## src/rtl/vga_scroll_sequencer.sv

```systemverilog
// vga_scroll_sequencer: frame-rate controller for the VGA pattern datapath.
// Detects vsync rising edges in the clk domain, and at each frame boundary
// advances the horizontal scroll offset and frame counter. At the same point
// it applies a single buffered run/pause/stop/set command, so no frame tears.
//
// Ports:
//   clk, reset        pixel clock, asynchronous active-high reset
//   vsync             level vsync, synchronous to clk
//   cfg_valid/_data   config word {cmd[1:0], speed[2:0], dir, pattern[1:0]}
//   cfg_ready         high while the one-entry config buffer is empty
//   x_offset          scroll offset (mod 1024)
//   pattern_sel       colour pattern selector
//   frame_no          9-bit wrapping frame counter
//   frame_tick        one-cycle pulse per frame boundary
//   running           high while in RUNNING
//
// Optional feature: define AUTO_CYCLE_EN to step pattern_sel automatically
// every CYCLE_FRAMES boundaries while RUNNING. CYCLE_FRAMES has a legal
// range of 1..1023.
module vga_scroll_sequencer #(
  parameter int CYCLE_FRAMES = 64
) (
  input  logic       clk,
  input  logic       reset,
  input  logic       vsync,
  input  logic       cfg_valid,
  input  logic [7:0] cfg_data,
  output logic       cfg_ready,
  output logic [9:0] x_offset,
  output logic [1:0] pattern_sel,
  output logic [8:0] frame_no,
  output logic       frame_tick,
  output logic       running
);

  typedef enum logic [1:0] {
    ST_STOPPED = 2'd0,
    ST_RUNNING = 2'd1,
    ST_PAUSED  = 2'd2
  } state_t;

  localparam logic [1:0] CMD_SET   = 2'b00;
  localparam logic [1:0] CMD_RUN   = 2'b01;
  localparam logic [1:0] CMD_PAUSE = 2'b10;
  localparam logic [1:0] CMD_STOP  = 2'b11;

  state_t      state_q, state_d;
  logic        prev_vsync_q, prev_vsync_d;
  logic        buf_full_q, buf_full_d;
  logic [7:0]  buf_dat_q, buf_dat_d;
  logic        cfg_ready_q, cfg_ready_d;
  logic [2:0]  speed_q, speed_d;
  logic        dir_q, dir_d;
  logic [9:0]  x_offset_q, x_offset_d;
  logic [1:0]  pattern_q, pattern_d;
  logic [8:0]  frame_no_q, frame_no_d;
  logic        tick_q, tick_d;
  logic        running_q, running_d;

  logic        boundary;
  logic        accept;
  logic        apply;
  logic [1:0]  buf_cmd;
  logic        load_fields;

  // prev_vsync resets high so a vsync already high at reset release does
  // not produce a spurious boundary.
  assign boundary    = vsync & ~prev_vsync_q;
  assign accept      = cfg_valid & cfg_ready_q;
  // Only a word already sitting in the buffer is applied; a word accepted on
  // the boundary edge itself lands in the buffer and waits a frame.
  assign apply       = boundary & buf_full_q;
  assign buf_cmd     = buf_dat_q[7:6];
  assign load_fields = apply & ((buf_cmd == CMD_SET) | (buf_cmd == CMD_RUN));

  // State register.
  always_ff @(posedge clk or posedge reset) begin
    if (reset) begin
      state_q <= ST_STOPPED;
    end else begin
      state_q <= state_d;
    end
  end

  // Next-state logic: state only moves when a buffered command is applied.
  always_comb begin
    state_d = state_q;
    if (apply) begin
      case (buf_cmd)
        CMD_RUN:   state_d = ST_RUNNING;
        CMD_PAUSE: state_d = ST_PAUSED;
        CMD_STOP:  state_d = ST_STOPPED;
        default:   state_d = state_q;
      endcase
    end
  end

`ifdef AUTO_CYCLE_EN
  localparam logic [9:0] CYCLE_LIM = 10'(CYCLE_FRAMES);
  logic [9:0] cyc_cnt_q, cyc_cnt_d;
  logic       auto_step;
`endif

  // Output / datapath next values.
  always_comb begin
    prev_vsync_d = vsync;
    tick_d       = boundary;
    buf_full_d   = buf_full_q;
    buf_dat_d    = buf_dat_q;
    speed_d      = speed_q;
    dir_d        = dir_q;
    pattern_d    = pattern_q;
    frame_no_d   = frame_no_q;
    x_offset_d   = x_offset_q;

    // Buffer: applying empties it; accepting (only possible when empty) fills.
    if (apply) begin
      buf_full_d = 1'b0;
    end
    if (accept) begin
      buf_full_d = 1'b1;
      buf_dat_d  = cfg_data;
    end

    if (load_fields) begin
      speed_d   = buf_dat_q[5:3];
      dir_d     = buf_dat_q[2];
      pattern_d = buf_dat_q[1:0];
    end

    if (boundary) begin
      frame_no_d = frame_no_q + 9'd1;
      // The state action uses the freshly applied speed/dir.
      if (state_d == ST_RUNNING) begin
        if (dir_d) begin
          x_offset_d = x_offset_q - {7'd0, speed_d};
        end else begin
          x_offset_d = x_offset_q + {7'd0, speed_d};
        end
      end
    end

    if (state_d == ST_STOPPED) begin
      x_offset_d = 10'd0;
    end

`ifdef AUTO_CYCLE_EN
    // Applied config clears the count and suppresses the step, so its
    // pattern wins over a coinciding auto step.
    cyc_cnt_d = cyc_cnt_q;
    auto_step = 1'b0;
    if (boundary) begin
      if (load_fields || (state_d != ST_RUNNING)) begin
        cyc_cnt_d = 10'd0;
      end else if ((cyc_cnt_q + 10'd1) == CYCLE_LIM) begin
        cyc_cnt_d = 10'd0;
        auto_step = 1'b1;
      end else begin
        cyc_cnt_d = cyc_cnt_q + 10'd1;
      end
    end
    if (auto_step) begin
      pattern_d = pattern_q + 2'd1;
    end
`endif

    running_d   = (state_d == ST_RUNNING);
    cfg_ready_d = ~buf_full_d;
  end

  // Datapath / output registers.
  always_ff @(posedge clk or posedge reset) begin
    if (reset) begin
      prev_vsync_q <= 1'b1;
      buf_full_q   <= 1'b0;
      buf_dat_q    <= 8'd0;
      cfg_ready_q  <= 1'b1;
      speed_q      <= 3'd1;
      dir_q        <= 1'b0;
      x_offset_q   <= 10'd0;
      pattern_q    <= 2'd0;
      frame_no_q   <= 9'd0;
      tick_q       <= 1'b0;
      running_q    <= 1'b0;
    end else begin
      prev_vsync_q <= prev_vsync_d;
      buf_full_q   <= buf_full_d;
      buf_dat_q    <= buf_dat_d;
      cfg_ready_q  <= cfg_ready_d;
      speed_q      <= speed_d;
      dir_q        <= dir_d;
      x_offset_q   <= x_offset_d;
      pattern_q    <= pattern_d;
      frame_no_q   <= frame_no_d;
      tick_q       <= tick_d;
      running_q    <= running_d;
    end
  end

`ifdef AUTO_CYCLE_EN
  always_ff @(posedge clk or posedge reset) begin
    if (reset) begin
      cyc_cnt_q <= 10'd0;
    end else begin
      cyc_cnt_q <= cyc_cnt_d;
    end
  end
`endif

  assign cfg_ready   = cfg_ready_q;
  assign x_offset    = x_offset_q;
  assign pattern_sel = pattern_q;
  assign frame_no    = frame_no_q;
  assign frame_tick  = tick_q;
  assign running     = running_q;

endmodule
```

## config.mk

```make
export PLATFORM = sky130hd
export DESIGN_NAME = vga_scroll_sequencer
export DESIGN_NICKNAME = d
export VERILOG_FILES = /design/src/rtl/vga_scroll_sequencer.sv
export SDC_FILE = /design/constraint.sdc
export NUM_CORES = 1
export LEC_CHECK = 0
export ABC_CLOCK_PERIOD_IN_PS = 5400
export CAP_MARGIN = 40
export CORE_MARGIN = 4
export CORE_UTILIZATION = 41
export CTS_CLUSTER_DIAMETER = 60
export DETAILED_ROUTE_END_ITERATION = 6
export PLACE_DENSITY_LB_ADDON = 0.3
export SYNTH_ARGS = -nofsm -noshare
export SYNTH_HDL_FRONTEND = slang
export SYNTH_SLANG_ARGS = --single-unit
```

## constraint.sdc

```tcl
create_clock -name clk -period 5.4 [get_ports clk]
set_clock_uncertainty 0.1 [all_clocks]
set_input_delay 1.35 -clock clk [delete_from_list [all_inputs] [get_ports clk]]
set_output_delay 1.35 -clock clk [all_outputs]
set_load 0.1 [all_outputs]
```

## Word level (Yosys, flattened, before mapping)

Cells that the tools add are included.

- Logic and storage cells: 41
- Output and inout port bits: 24
- Input port bits: 12
- Register bits: 40

- Bitwise logic cells: 7
- Reduce and logical (&&, ||, !) cells: 5
- Mux-type cells: 10
- Equality and inequality tests: 4
- $add $sub $neg: 3

Operator list:

| cell | number |
|---|---|
| two-way mux 10 bit | 4 |
| adder 10 x 3 -> 10 bit | 1 |
| subtractor 10 x 3 -> 10 bit | 1 |
| adder 9 x 1 -> 9 bit, second input constant | 1 |
| case mux 2 bit (3 select lines) | 1 |
| AND 1 bit | 4 |
| equality test 2 x 1 -> 1 bit, second input constant | 2 |
| equality test 2 bit, second input constant | 2 |
| logical NOT 2 bit | 2 |
| nonzero test 2 bit | 2 |
| two-way mux 1 bit | 3 |
| two-way mux 3 bit | 1 |
| two-way mux 2 bit | 1 |
| inverter 1 bit | 2 |
| AND reduction 2 bit | 1 |
| OR 1 bit | 1 |

## Logic depth before layout (Yosys ltp)

- Word-level depth: 10
- Mapped depth: 14
- Mapped depth without buffers: 13

## Least setup slack after synthesis

OpenSTA, ideal clock, no wires.

- Path kind: input to register
- From: in vsync
- To: reg x_offset_q[7] (netlist: x_offset[7])
- Data arrival time: 3948 ps
- Library setup time: 123 ps
- Required time: 5177 ps
- Path buffers: 1
- Path slack: 1229 ps
- Cell stages on the path: 13
- Cells stage by stage: and4bb_1 -> buf_6 -> mux2_2 -> inv_1 -> ha_1 -> mux2i_1 -> ha_1 -> nor2b_1 -> o2111ai_1 -> a21boi_1 -> o21a_1 -> or3_1 -> a32o_1

- Longest elaborated chain between the ends: 9
- Elaborated cells between the ends (all ways): 17
- Classes of those cells: add/sub: 2; eq/ne: 1; mux: 7; bitwise: 3; reduce/logical: 4

Ends and longest elaborated chain:

| element | RTL line | text |
|---|---|---|
| from (decl) | 25 | `input logic vsync,` |
| AND 1 bit (*) | 68 | `assign boundary = vsync & ~prev_vsync_q;` |
| AND 1 bit (*) | 72 | `assign apply = boundary & buf_full_q;` |
| AND 1 bit (*) | 74 | `assign load_fields = apply & ((buf_cmd == CMD_SET) \| (buf_cmd == CMD_RUN));` |
| two-way mux 3 bit (*) | 125 | `if (load_fields) begin` |
| via speed_d[1] | 52 | `logic [2:0] speed_q, speed_d;` |
| adder 10 x 3 -> 10 bit or subtractor 10 x 3 -> 10 bit (tied branches) | 138, 136 |  |
| two-way mux 10 bit (*) | 135 | `if (dir_d) begin` |
| two-way mux 10 bit (*) | 134 | `if (state_d == ST_RUNNING) begin` |
| two-way mux 10 bit (*) | 131 | `if (boundary) begin` |
| two-way mux 10 bit (*) | 143 | `if (state_d == ST_STOPPED) begin` |
| to (signal assigned) | 192 | `x_offset_q <= x_offset_d;` |
| to (decl) | 54 | `logic [9:0] x_offset_q, x_offset_d;` |

The timed path passes the listed nets; every way through them passes the cells marked *. The select of a mux whose other input is x is not followed.
A chain may end at the register's enable or synchronous reset.

## Final worst setup path

Ends and elaborated chain as after synthesis.

==> out/summary.txt <==
Die height: 77.7 µm
Core box area: 0.00472 mm²
Post-layout util: 0.614
Worst slew pin tran: 0.579 ns
Placement Rows: 25
Main combinational cell family by area after synthesis: compound AO/OA/AOI/OAI gates
TNS Setup: 0 ns
First-pass GRT wire length: 7.34 mm
Number of port buffers: 35
Final worst-path cycle share: 0.873
Synth Area in Simple Gates: 0.111
Nets: 261
RSZ-0062 raised after global routing: false
Reg2reg end: x_offset[7]$_DFFE_PP0P_
Clock transition at path regs: 0.08 ns
Status: finished, final reports clean
Commonest non-fill, non-tap cell in the layout: dfrtp_1
TritonCTS clock tree: yes
Ports: 36
Die width: 77.7 µm
Mapped Cells: 170
CTS Buf Count: 5
Vias in the first global route: 1572
CTS Hold Bufs: 0
CP arrival: 4.79 ns
Predominant post-synthesis flop cell: dfrtp_1
H-tree lvl count: 2
Worst Slack Setup Final: 0.688 ns
Net count after synthesis: 195
Number of synthesized flops with an enable pin: 0
Yosys reg bits: 40
Per-cell routed wire length: 13.0 µm
MaxCap Viol Count: 0
Ant diodes: 0
Routed vias/inst: 4.89
First drt pass iteration count: 4
Synthesis-to-layout area growth: 45.6%
Yosys warnings: 0
R2r setup slk: 1.80 ns
WP data required: 5.48 ns
Fmax: 212 MHz
Worst-case reg-to-reg path depth: 12
Post-Syn Area: 0.00199 mm²
Mapped Avg Cell Area: 11.7 µm²
DR vias: 1488
Area after DPL: 0.00278 mm²
Final setup fails: 0
Commonest cells after routing, fill and taps aside: dfrtp_1 (37), clkdlybuf4s50_1 (35), buf_8 (24), nand2_1 (14), mux2_2 (13)
Reg2Reg Launch Point: buf_dat_q[7]$_DFFE_PP0P_
Dpl ws: 0.403 ns
Gr ovfl total: 0
Setup bufs post-CTS: 0
Post-cts sizing count: 0
Critical Path Source: vsync
Yosys cell types: 42
Fraction of layout cells with a size suffix above 1: 0.232
Worst Hold End: frame_no[8]$_DFFE_PP0P_
Root Buffer: clkbuf_8
GRT Util Overall: 0.152
Largest net degree at the start of global routing: 41
Critical path class: input pin to register
Post-synthesis mux area share: 0.0911
Slew headroom: 0.612
Hold/Removal Path Class: register to register
CTS Buffer Depth: 2
Sequential cell area fraction in the yosys report: 0.505
Final Max Tran Viols: 0
Worst hold stages: 1
Die ar.: 0.00603 mm²
Adder-Cell Fraction of Synth Area: 0.0855
Final instance area: 0.00290 mm²
Worst setup SP type: input pin
GP Congestion: 0.817
Initial Utilization: 0.421
Async SR Flop Fraction: 1.00
Initial antenna violation count: 0
DRC viols: 0
Post-synthesis compound-gate area fraction: 0.121
Post-DRT Antenna Nets: 0
Hold path startpoint: frame_no[8]$_DFFE_PP0P_
Initial DRC count: 55
CTS sink count: 40
Max Fanout on Critical Path: 8
Clock Latency Late Sink: 0.29 ns
Post-Route WL: 3.95 mm
Post-DP HPWL: 2.98 mm
Minimum clock period: 4.71 ns
Crit path capture type: register
Fin. Hold Viols: 0
Post-synthesis xor/xnor area fraction: 0.0572
[worst max path at each step]
stage                                          to  slack [ns]  cells after the start
after floorplan           x_offset[7]$_DFFE_PP0P_        1.23                     13
after global placement    x_offset[7]$_DFFE_PP0P_        0.47                     13
after detailed placement  x_offset[7]$_DFFE_PP0P_        0.40                     13
after CTS                 x_offset[7]$_DFFE_PP0P_        0.71                     13
after global routing      x_offset[7]$_DFFE_PP0P_        0.50                     13
final                     x_offset[7]$_DFFE_PP0P_        0.69                     13
[Yosys cell counts, drive strengths merged (3+ instances only)]
master	count	area [µm²]
a22o	6	52.6
mux2	14	161
nand3	5	25.0
dfrtp	37	926
xnor2	9	78.8
dfstp	3	78.8
inv	11	41.3
ha	12	150
a21oi	8	40.0
xor2	4	35.0
o21ai	5	25.0
nand2	14	52.6
nor2	5	18.8
[final cells by class]
cell class,instances,area [µm²]
sequential,40,1000
inverter,11,41.3
clock buffer,5,68.8
clock inverter,3,46.3
multi-input combinational,117,928
timing repair buffer,61,726
fill,371,1820
tap,67,83.8
[metrics by stage]
stage | hold slack [ns] | std cells
2_1_floorplan | 0.371 | 170
3_3_place_gp | 0.361 | 272
3_5_place_dp | 0.390 | 296
4_1_cts | 0.401 | 304
5_1_grt | 0.415 | 304
6_report | 0.392 | 304
[cells by family (layout without fill, tap and decap cells)]
family	count (synthesis)	count (layout)
compound gates	33	33
xor+xnor	13	13
buf+inv	13	80
simple gates	42	42
fa+ha+maj	13	13
mux	16	16
flops	40	40
[layer usage]
layer,wire length [µm],global-route usage,vias up
met1,1820,0.183,713
li1,-,-,737
met3,199,0.0476,5
met5,0,0,-
met4,60,0.0480,0
met2,1870,0.257,33
[state kept, by name, summed over array words and instances (netlist names)]
signal and cells:
buf_dat_q 8, pattern_sel 2, buf_full_q 1, state_q 2
frame_no 9, prev_vsync_q 1, speed_q 3, cfg_ready 1
dir_q 1, x_offset 10, running 1, frame_tick 1
[critical path, cell delays in order]
cell	delay, ns
clkdlybuf4s50_1	0.49
and4bb_1	0.46
mux2_2	0.42
inv_1	0.06
ha_1	0.21
mux2i_1	0.23
ha_1	0.28
nor2b_1	0.14
o2111ai_1	0.26
a21boi_1	0.13
o21a_1	0.18
or3_1	0.30
a32o_1	0.25
Power is not shown: default switching activity piles up to over one toggle a cycle in this logic, so the estimate is an artifact.
